[src/rtl/jtframe_uart_arb_pkg.sv]
// Shared types and constants for the UART transmit arbiter.
// Latency: n/a (types, constants and a pure helper function only).
// Backpressure: n/a.
package jtframe_uart_arb_pkg;

    // Arbiter FSM states. TAG is only entered when JTFRAME_UART_ARB_TAG_EN is defined.
    typedef enum logic [1:0] {
        IDLE = 2'd0,
        TAG  = 2'd1,
        SEND = 2'd2,
        WAIT = 2'd3
    } state_t;

    // Upper nibble of the packet tag byte; the owner index fills the low bits.
    localparam logic [7:0] TAG_BASE = 8'hF0;

    // Width of the per-grant byte counter, enough for MAXLEN up to 31.
    localparam int CNT_W = 5;

    function automatic logic [7:0] tag_byte(input logic [2:0] idx);
        return TAG_BASE | {5'd0, idx};
    endfunction

endpackage

[src/rtl/jtframe_uart_rr.sv]
// Combinational N-input round-robin picker: first requester at or after ptr_i, wrapping.
// Latency: purely combinational, zero cycles.
// Backpressure: none; the caller decides when to act on the pick.
//
// Ports:
//   req_i     in  N      request vector
//   ptr_i     in  IDX_W  index with highest priority this round
//   any_o     out 1      at least one request present
//   onehot_o  out N      one-hot winner (0 when any_o=0)
//   idx_o     out IDX_W  binary winner index (0 when any_o=0)
module jtframe_uart_rr #(
    parameter int N     = 4,
    parameter int IDX_W = (N > 1) ? $clog2(N) : 1
) (
    input  logic [N-1:0]     req_i,
    input  logic [IDX_W-1:0] ptr_i,
    output logic             any_o,
    output logic [N-1:0]     onehot_o,
    output logic [IDX_W-1:0] idx_o
);

    // rot[k] is the request of index (ptr + k) mod N, so the lowest set bit
    // of rot is the winner, measured as a distance from the pointer.
    logic [N-1:0]   rot;
    logic [IDX_W:0] sum;

    always_comb begin
        rot      = N'({req_i, req_i} >> ptr_i);
        any_o    = 1'b0;
        idx_o    = '0;
        sum      = '0;
        for (int k = 0; k < N; k++) begin
            if (!any_o && rot[k]) begin
                any_o = 1'b1;
                sum   = {1'b0, ptr_i} + (IDX_W+1)'(k);
                if (sum >= (IDX_W+1)'(N)) begin
                    sum = sum - (IDX_W+1)'(N);
                end
                idx_o = sum[IDX_W-1:0];
            end
        end
        onehot_o = any_o ? (N'(1) << idx_o) : '0;
    end

endmodule

[src/rtl/jtframe_uart_arb.sv]
// Round-robin arbiter sharing one UART transmitter among N requesters, granting whole packets.
// Latency: grant one cen after req seen; tx_wr/ack one cen later; next byte one cen after tx_done.
// Backpressure: req held until ack; UART tx_done paces bytes; tx_busy in IDLE blocks new grants.
//
// Optional feature macro: JTFRAME_UART_ARB_TAG_EN -- prefix each packet with 8'hF0|idx.
//
// Ports:
//   clk, rst_n        clock and asynchronous active-low reset
//   cen               clock enable shared with the UART; all state moves only when high
//   req/last/data     per-requester byte valid, end-of-packet flag and byte (data[8*i+7:8*i])
//   ack               one-cen pulse per byte accepted from requester i
//   grant             one-hot current owner, 0 when idle
//   uart_tx_data/wr   byte and one-cen write strobe to the UART
//   uart_tx_busy/done UART status inputs
module jtframe_uart_arb
    import jtframe_uart_arb_pkg::*;
#(
    parameter int N      = 4,
    parameter int MAXLEN = 16
) (
    input  logic           clk,
    input  logic           rst_n,
    input  logic           cen,
    input  logic [N-1:0]   req,
    input  logic [N-1:0]   last,
    input  logic [8*N-1:0] data,
    output logic [N-1:0]   ack,
    output logic [N-1:0]   grant,
    output logic [7:0]     uart_tx_data,
    output logic           uart_tx_wr,
    input  logic           uart_tx_busy,
    input  logic           uart_tx_done
);

    localparam int IDX_W = (N > 1) ? $clog2(N) : 1;

    state_t           state_q;
    logic [IDX_W-1:0] idx_q;
    logic [IDX_W-1:0] ptr_q;
    logic [CNT_W-1:0] cnt_q;
    logic             last_q;
    logic             tag_q;
    logic [N-1:0]     grant_q;
    logic [N-1:0]     ack_q;
    logic             wr_q;
    logic [7:0]       tx_data_q;

    logic             pick_any;
    logic [N-1:0]     pick_onehot;
    logic [IDX_W-1:0] pick_idx;

    logic             req_own;
    logic             last_own;
    logic [7:0]       byte_own;
    logic [IDX_W-1:0] ptr_d;
    logic [CNT_W-1:0] cnt_d;
    logic             release_d;

    jtframe_uart_rr #(
        .N     (N),
        .IDX_W (IDX_W)
    ) u_rr (
        .req_i    (req),
        .ptr_i    (ptr_q),
        .any_o    (pick_any),
        .onehot_o (pick_onehot),
        .idx_o    (pick_idx)
    );

    // Lane select for the current owner.
    always_comb begin
        req_own  = 1'b0;
        last_own = 1'b0;
        byte_own = '0;
        for (int i = 0; i < N; i++) begin
            if (idx_q == IDX_W'(i)) begin
                req_own  = req[i];
                last_own = last[i];
                byte_own = data[8*i +: 8];
            end
        end
    end

    always_comb begin
        ptr_d     = (idx_q == IDX_W'(N-1)) ? '0 : idx_q + 1'b1;
        cnt_d     = cnt_q + 1'b1;
        // A tag byte never ends the grant; only data bytes are judged.
        release_d = !tag_q && (last_q || (cnt_q == CNT_W'(MAXLEN)));
    end

    always_ff @(posedge clk or negedge rst_n) begin
        if (!rst_n) begin
            state_q   <= IDLE;
            idx_q     <= '0;
            ptr_q     <= '0;
            cnt_q     <= '0;
            last_q    <= 1'b0;
            tag_q     <= 1'b0;
            grant_q   <= '0;
            ack_q     <= '0;
            wr_q      <= 1'b0;
            tx_data_q <= '0;
        end else if (cen) begin
            // Strobes last exactly one cen cycle.
            wr_q  <= 1'b0;
            ack_q <= '0;
            case (state_q)
                IDLE: begin
                    if (pick_any && !uart_tx_busy) begin
                        grant_q <= pick_onehot;
                        idx_q   <= pick_idx;
                        cnt_q   <= '0;
`ifdef JTFRAME_UART_ARB_TAG_EN
                        state_q <= TAG;
`else
                        state_q <= SEND;
`endif
                    end
                end
                TAG: begin
                    tx_data_q <= tag_byte(3'(idx_q));
                    wr_q      <= 1'b1;
                    tag_q     <= 1'b1;
                    state_q   <= WAIT;
                end
                SEND: begin
                    // A paused owner simply keeps the grant.
                    if (req_own) begin
                        tx_data_q <= byte_own;
                        wr_q      <= 1'b1;
                        ack_q     <= grant_q;
                        last_q    <= last_own;
                        tag_q     <= 1'b0;
                        cnt_q     <= cnt_d;
                        state_q   <= WAIT;
                    end
                end
                WAIT: begin
                    if (uart_tx_done) begin
                        if (release_d) begin
                            grant_q <= '0;
                            ptr_q   <= ptr_d;
                            state_q <= IDLE;
                        end else begin
                            state_q <= SEND;
                        end
                    end
                end
                default: state_q <= IDLE;
            endcase
        end
    end

    assign ack          = ack_q;
    assign grant        = grant_q;
    assign uart_tx_wr   = wr_q;
    assign uart_tx_data = tx_data_q;

endmodule
[config.mk]
export PLATFORM = sky130hd
export DESIGN_NAME = jtframe_uart_arb
export DESIGN_NICKNAME = d
export VERILOG_FILES = /design/src/rtl/jtframe_uart_arb_pkg.sv /design/src/rtl/jtframe_uart_rr.sv /design/src/rtl/jtframe_uart_arb.sv
export SDC_FILE = /design/constraint.sdc
export NUM_CORES = 1
export LEC_CHECK = 0
export BUFFER_PORTS_ARGS = -buffer_cell sky130_fd_sc_hd__buf_2
export CORE_ASPECT_RATIO = 2
export CORE_MARGIN = 2
export CORE_UTILIZATION = 47
export DETAILED_ROUTE_END_ITERATION = 8
export GPL_TIMING_DRIVEN = 0
export PLACE_DENSITY = 0.87
export SETUP_SLACK_MARGIN = 0.5
export SYNTH_ARGS = -nofsm -noshare
export SYNTH_HDL_FRONTEND = slang
export SYNTH_SLANG_ARGS = --single-unit
[constraint.sdc]
create_clock -name clk -period 2.05 [get_ports clk]
set_input_delay 0.3075 -clock clk [delete_from_list [all_inputs] [get_ports clk]]
set_output_delay 0.3075 -clock clk [all_outputs]
set_load 0.1 [all_outputs]
Word level (Yosys, flattened, before mapping):

Index checks and enable logic that the tools add are counted.

* input bits: 45
* logic and storage cells: 105
* output and inout bits: 17
* register bits: 30

* shift-type cells: 2
* add/subtract/negate cells: 9
* order comparisons: 4
* mux-type cells: 46
* equal/unequal tests: 11
* reductions and logical operators: 23

Operators with widths (count)
* $mux W8: 5
* $mux W2: 13
* $mux W4: 6
* $pmux W8 S2: 1
* $mux W1: 14
* $reduce_and A4 Y1: 3
* $mux W5: 2
* $pmux W5 S2: 1
* $ge A3 B3 Y1 const B: 3
* $reduce_and A3 Y1: 3
* $eq A2 B2 Y1 const B: 4
* $ne A2 B2 Y1 const B: 4
* $pmux W2 S4: 1
* $pmux W4 S2: 1
* $shr A8 B2 Y4: 1
* $sub A2 B1 Y2 const B: 4
* $add A2 B2 Y3 const B: 2
* $reduce_bool A2 Y1: 3
* $add A5 B1 Y5 const B: 1
* $eq A5 B5 Y1 const B: 1
* $logic_and A1 B1 Y1: 5
* $logic_not A1 Y1: 5
* $reduce_and A5 Y1: 1
* $eq A2 B1 Y1 const B: 2
* other kinds (7): 9

Logic depth before layout (Yosys ltp):

* depth in word-level cells: 15
* mapped depth: 7
* depth with buffers taken out: 6

Cells and area by module:

A second synthesis with hierarchy kept.

* cells, all modules: 217
* area total of the unflattened synthesis: 2023.2 um2

By module, submodules not included
* jtframe_uart_arb: cells each 185, area each 1840.5 um2, instances 1, sequential area each 750.7 um2
* jtframe_uart_rr: cells each 32, area each 182.7 um2, instances 1, sequential area each 0.0 um2

Worst setup path after synthesis:

No wires, ideal clock.

* kind: register -> register
* from: register idx_q[0]
* to: register state_q[0]
* buffers on the path: 1
* period minus slack after synthesis: 2.064 ns
* slack: -0.014 ns
* stages on the path, launching flop included: 8
* arrival: 1.939 ns
* cell sequence: dfrtp_1 -> inv_1 -> ha_1 -> buf_4 -> nor3b_2 -> a211oi_4 -> o221a_2 -> mux2_2

* cells in the longest elaborated chain, start to end: 7

RTL lines
* start, declared: line jtframe_uart_arb.sv:38 `logic [IDX_W-1:0] idx_q;`
* start signal, assigned: line jtframe_uart_arb.sv:111 `idx_q <= pick_idx;`
* $logic_not A2 Y1: line jtframe_uart_arb.sv:76 `if (idx_q == IDX_W'(i)) begin`
* $mux W1 (3 in a row): line jtframe_uart_arb.sv:76
* $mux W1 *: line jtframe_uart_arb.sv:76
* $ne A2 B2 Y1 (no source line) *
* $reduce_and A4 Y1 (no source line) *
* end signal, assigned: line jtframe_uart_arb.sv:93 `state_q <= IDLE;`
* end signal, assigned: line jtframe_uart_arb.sv:116 `state_q <= SEND;`
* end signal, assigned: line jtframe_uart_arb.sv:124 `state_q <= WAIT;`
* end, declared: line jtframe_uart_arb.sv:37 `state_t state_q;`

Every way passes the cells marked *; elsewhere a longest branch is shown, timed or not.
A chain may end at the register's enable or synchronous reset.

Worst setup path in the final report:

* from: register idx_q[1]
* to: register tx_data_q[1], in the netlist uart_tx_data[1]

* cells in the longest elaborated chain, start to end: 7

RTL lines
* $logic_not A2 Y1: line jtframe_uart_arb.sv:76
* $mux W8 or $mux W1 (tied branches) (4 in a row): line jtframe_uart_arb.sv:76
* $mux W8 or $ne A2 B2 Y1 (tied branches)
* $pmux W8 S2 or $reduce_and A3 Y1 (tied branches)
* end signal, assigned: line jtframe_uart_arb.sv:121 `tx_data_q <= tag_byte(3'(idx_q));`
* end signal, assigned: line jtframe_uart_arb.sv:129 `tx_data_q <= byte_own;`
* end, declared: line jtframe_uart_arb.sv:46 `logic [7:0] tx_data_q;`

Several ways; a longest one is shown, not always the timed one. The select of a mux whose other input is x is not followed.

==> flow_metrics.env <==
export IMPL_synthTopCellsByArea="dfrtp_1, ha_1, mux2_2"
export IMPL_route_vias_total=2354
export IMPL_cts_made_buffers=5
export IMPL_synth_edff_count=0
export IMPL_ir_worst_vdd_mv=1.40
export IMPL_synthDistinctLibCells=50
export IMPL_clk_path_buf_depth=2
export IMPL_routed_wl_um=7270
export IMPL_areaGrowthSynthToFinish_pct=48.1
export IMPL_skew_ns=0.00188
export IMPL_reg2reg_slack_ns=-0.20
export IMPL_core_area_um2=4300
export IMPL_clkLatencyLatePin_ns=0.29
export IMPL_io_pins=62
export IMPL_maxCapViolations=0
export IMPL_crit_fanout=6
export IMPL_grt_pass1_vias=2318
export IMPL_async_flop_share_pct=100
export IMPL_hold_viol=0
export IMPL_grt_pass1_wl_um=10800
export IMPL_ys_ff_latch=30
export IMPL_crit_chain="inv_2 > ha_4 > nand3b_1 > buf_4 > a211oi_4 > buf_4 > a31oi_4 > buf_12 > mux2_4"
export IMPL_die_area_um2=4980
export IMPL_arrival_ns=2.43
export IMPL_fp_dieH_um=97.8
export IMPL_place_congestion=0.874
export IMPL_die_w_um=50.9
export IMPL_synth_most_common_cell="dfrtp_1"
export IMPL_crit_start="idx_q[1]$_DFFE_PN0P_"
export IMPL_fin_cells=371
export IMPL_crit_top_cell="buf_4"
export IMPL_nets=372
export IMPL_syn_inst=221
export IMPL_rows=34
export IMPL_rr_startpoint="idx_q[1]$_DFFE_PN0P_"
export IMPL_place_ws_ns=-0.256
export IMPL_crit_family="buffers and inverters"
export IMPL_grt_max_degree=31
export IMPL_ant_nets=0
export IMPL_setup_viol=17
export IMPL_first_iter_violations=118
export IMPL_avgRoutedWirePerCell_um=19.6
export IMPL_drive_gt1_share_pct=50.2
export IMPL_drtPass1Iterations=6
export IMPL_clock_fmax_mhz=444
export IMPL_rsz0062_at_grt="yes"
export IMPL_grt_total_usage_pct=28.7
export IMPL_finalMaxSlewViolations=0
export IMPL_clkTransAtPathRegs_ns=0.07
export IMPL_slowest_delay_ns=0.43
export IMPL_port_buffers=60
export IMPL_status="finished with violations"
export IMPL_vias_per_cell=6.35
export IMPL_relSlewSlack_pct=42.6
export IMPL_required_ns=2.23
export IMPL_critPathLaunchType="flop"
export IMPL_violations="setup timing"
export IMPL_num_antenna_cells=0
export IMPL_post_dp_cell_area_um2=2480
export IMPL_yosys_area_top_type="dfrtp_1"
export IMPL_drc_errors=0
export IMPL_r2r_cells=9
export IMPL_crit_buf_inv=4
export IMPL_syn_nets=277
export IMPL_cts_root_buf="clkbuf_8"
export IMPL_p_per_area_nw_per_um2=1860
export IMPL_grt_overflow=0
export IMPL_initial_utilization_pct=48.1
export IMPL_period_needed_ns=2.25
export IMPL_p_leak_uw=0.00138
export IMPL_worst_slew_pin_slew_ns=0.854
export IMPL_cpMaxStageDelayCell="dfrtp_2"
export IMPL_cp_depth=9
export IMPL_synthTopCellsByCount="dfrtp_1, nand2_1, inv_1"
export IMPL_avgSynthCellArea_um2=9.36
export IMPL_crit_type="reg -> reg"
export IMPL_synth_ff_type="dfrtp_1"
export IMPL_synth_area_um2=2070
export IMPL_hpwl_um=4060
export IMPL_power_uw=5690
export IMPL_dp_cells=335
export IMPL_cts_tree="yes"
export IMPL_cts_sinks=30
export IMPL_endpoint_kind="flop"
export IMPL_synth_top_cell_area_share_pct=36.3
export IMPL_period_share_pct=110
export IMPL_antenna_found_initial=0
export IMPL_min_path_type="in -> async"
export IMPL_synth_yosys_seq_area_share_pct=36.3
export IMPL_stdcell_area_um2=3060
export IMPL_cts_hold_fix_buffers=0
export IMPL_cts_max_level=2
export IMPL_yosys_warnings=0
export IMPL_fin_ws_ns=-0.202
[flip-flops by register name, indices dropped and copies added, names as in the netlist]
name / flops
tag_q: 1
state_q: 2
grant: 4
ptr_q: 2
ack: 4
cnt_q: 5
last_q: 1
idx_q: 2
uart_tx_data: 8
uart_tx_wr: 1
[per-layer routing]
metal / track usage (%) / vias up / share of wire, %
met1: 28.2 / 1121 / 33
met4: 18.9 / 0 / 6.9
met5: 0 / - / 0
met3: 6.57 / 51 / 6.5
met2: 50.9 / 164 / 54
li1: - / 1018 / -
[placed cells by master (no fill, tap or decap), drive strengths merged, types with 2 or more instances in the layout]
cell type / synthesis / routed
a211o: 2 / 2
a211oi: 3 / 3
a21oi: 4 / 4
a221o: 3 / 3
a221oi: 8 / 8
a31o: 2 / 2
a31oi: 3 / 3
a32o: 5 / 5
buf: 2 / 90
clkbuf: 9 / 15
dfrtp: 30 / 30
ha: 11 / 11
inv: 19 / 19
mux2: 11 / 11
nand2: 27 / 27
nand2b: 5 / 5
nand3: 7 / 7
nand3b: 4 / 4
nor2: 8 / 8
nor2b: 9 / 9
nor3: 2 / 2
nor4: 2 / 2
o211ai: 3 / 3
o21ai: 9 / 9
o22ai: 6 / 6
o311ai: 5 / 5
o31ai: 3 / 3
[final timing paths]
path / to
max in group asynchronous: cnt_q[1]$_DFFE_PN0P_
hold / removal: ack[1]$_DFFE_PN0P_
hold reg to reg: uart_tx_data[4]$_DFFE_PN0P_
setup reg to reg: uart_tx_data[1]$_DFFE_PN0P_
setup / recovery: uart_tx_data[1]$_DFFE_PN0P_
min in group clk: last_q$_DFFE_PN0P_
[report_power, final]
part / total [uW] / internal, uW / switching (uW)
logic: 3980 / 1580 / 2400
registers: 1100 / 836 / 261
clock network: 611 / 362 / 248
total: 5690 / 2780 / 2910
[final cells by class]
cell class | instances | area [um2]
clock buffer | 6 | 72.6
multi-input combinational | 161 | 1460
sequential | 30 | 756
fill | 298 | 1230
timing repair buffer | 88 | 534
buffer | 11 | 62.6
clock inverter | 2 | 37.5
tap | 54 | 67.6
inverter | 19 | 73.8
[cell families after synthesis]
kind of cell,synth area share (%)
simple gates,18.7
buf+inv,5.81
compound gates,26.1
mux,6.47
flops,36.3
fa+ha+maj,6.65
[stage by stage]
stage          utilization, %  hold WS (ns)  TNS, ns
2_1_floorplan               -        0.0119        0
3_3_place_gp             57.6         0.372    -1.00
3_5_place_dp             57.6         0.385    -1.89
4_1_cts                  67.4        0.0700  -0.0311
5_1_grt                  71.3         0.109    -2.76
6_report                 71.3        0.0547    -2.33
[repair_timing]
action	in CTS	in global routing
gates resized for setup	39	24
setup buffers	17	11
pin swaps	13	10
setup endpoints to repair	28	30
gates cloned	0	0
Note: power is estimated with default switching activity, not from simulation.
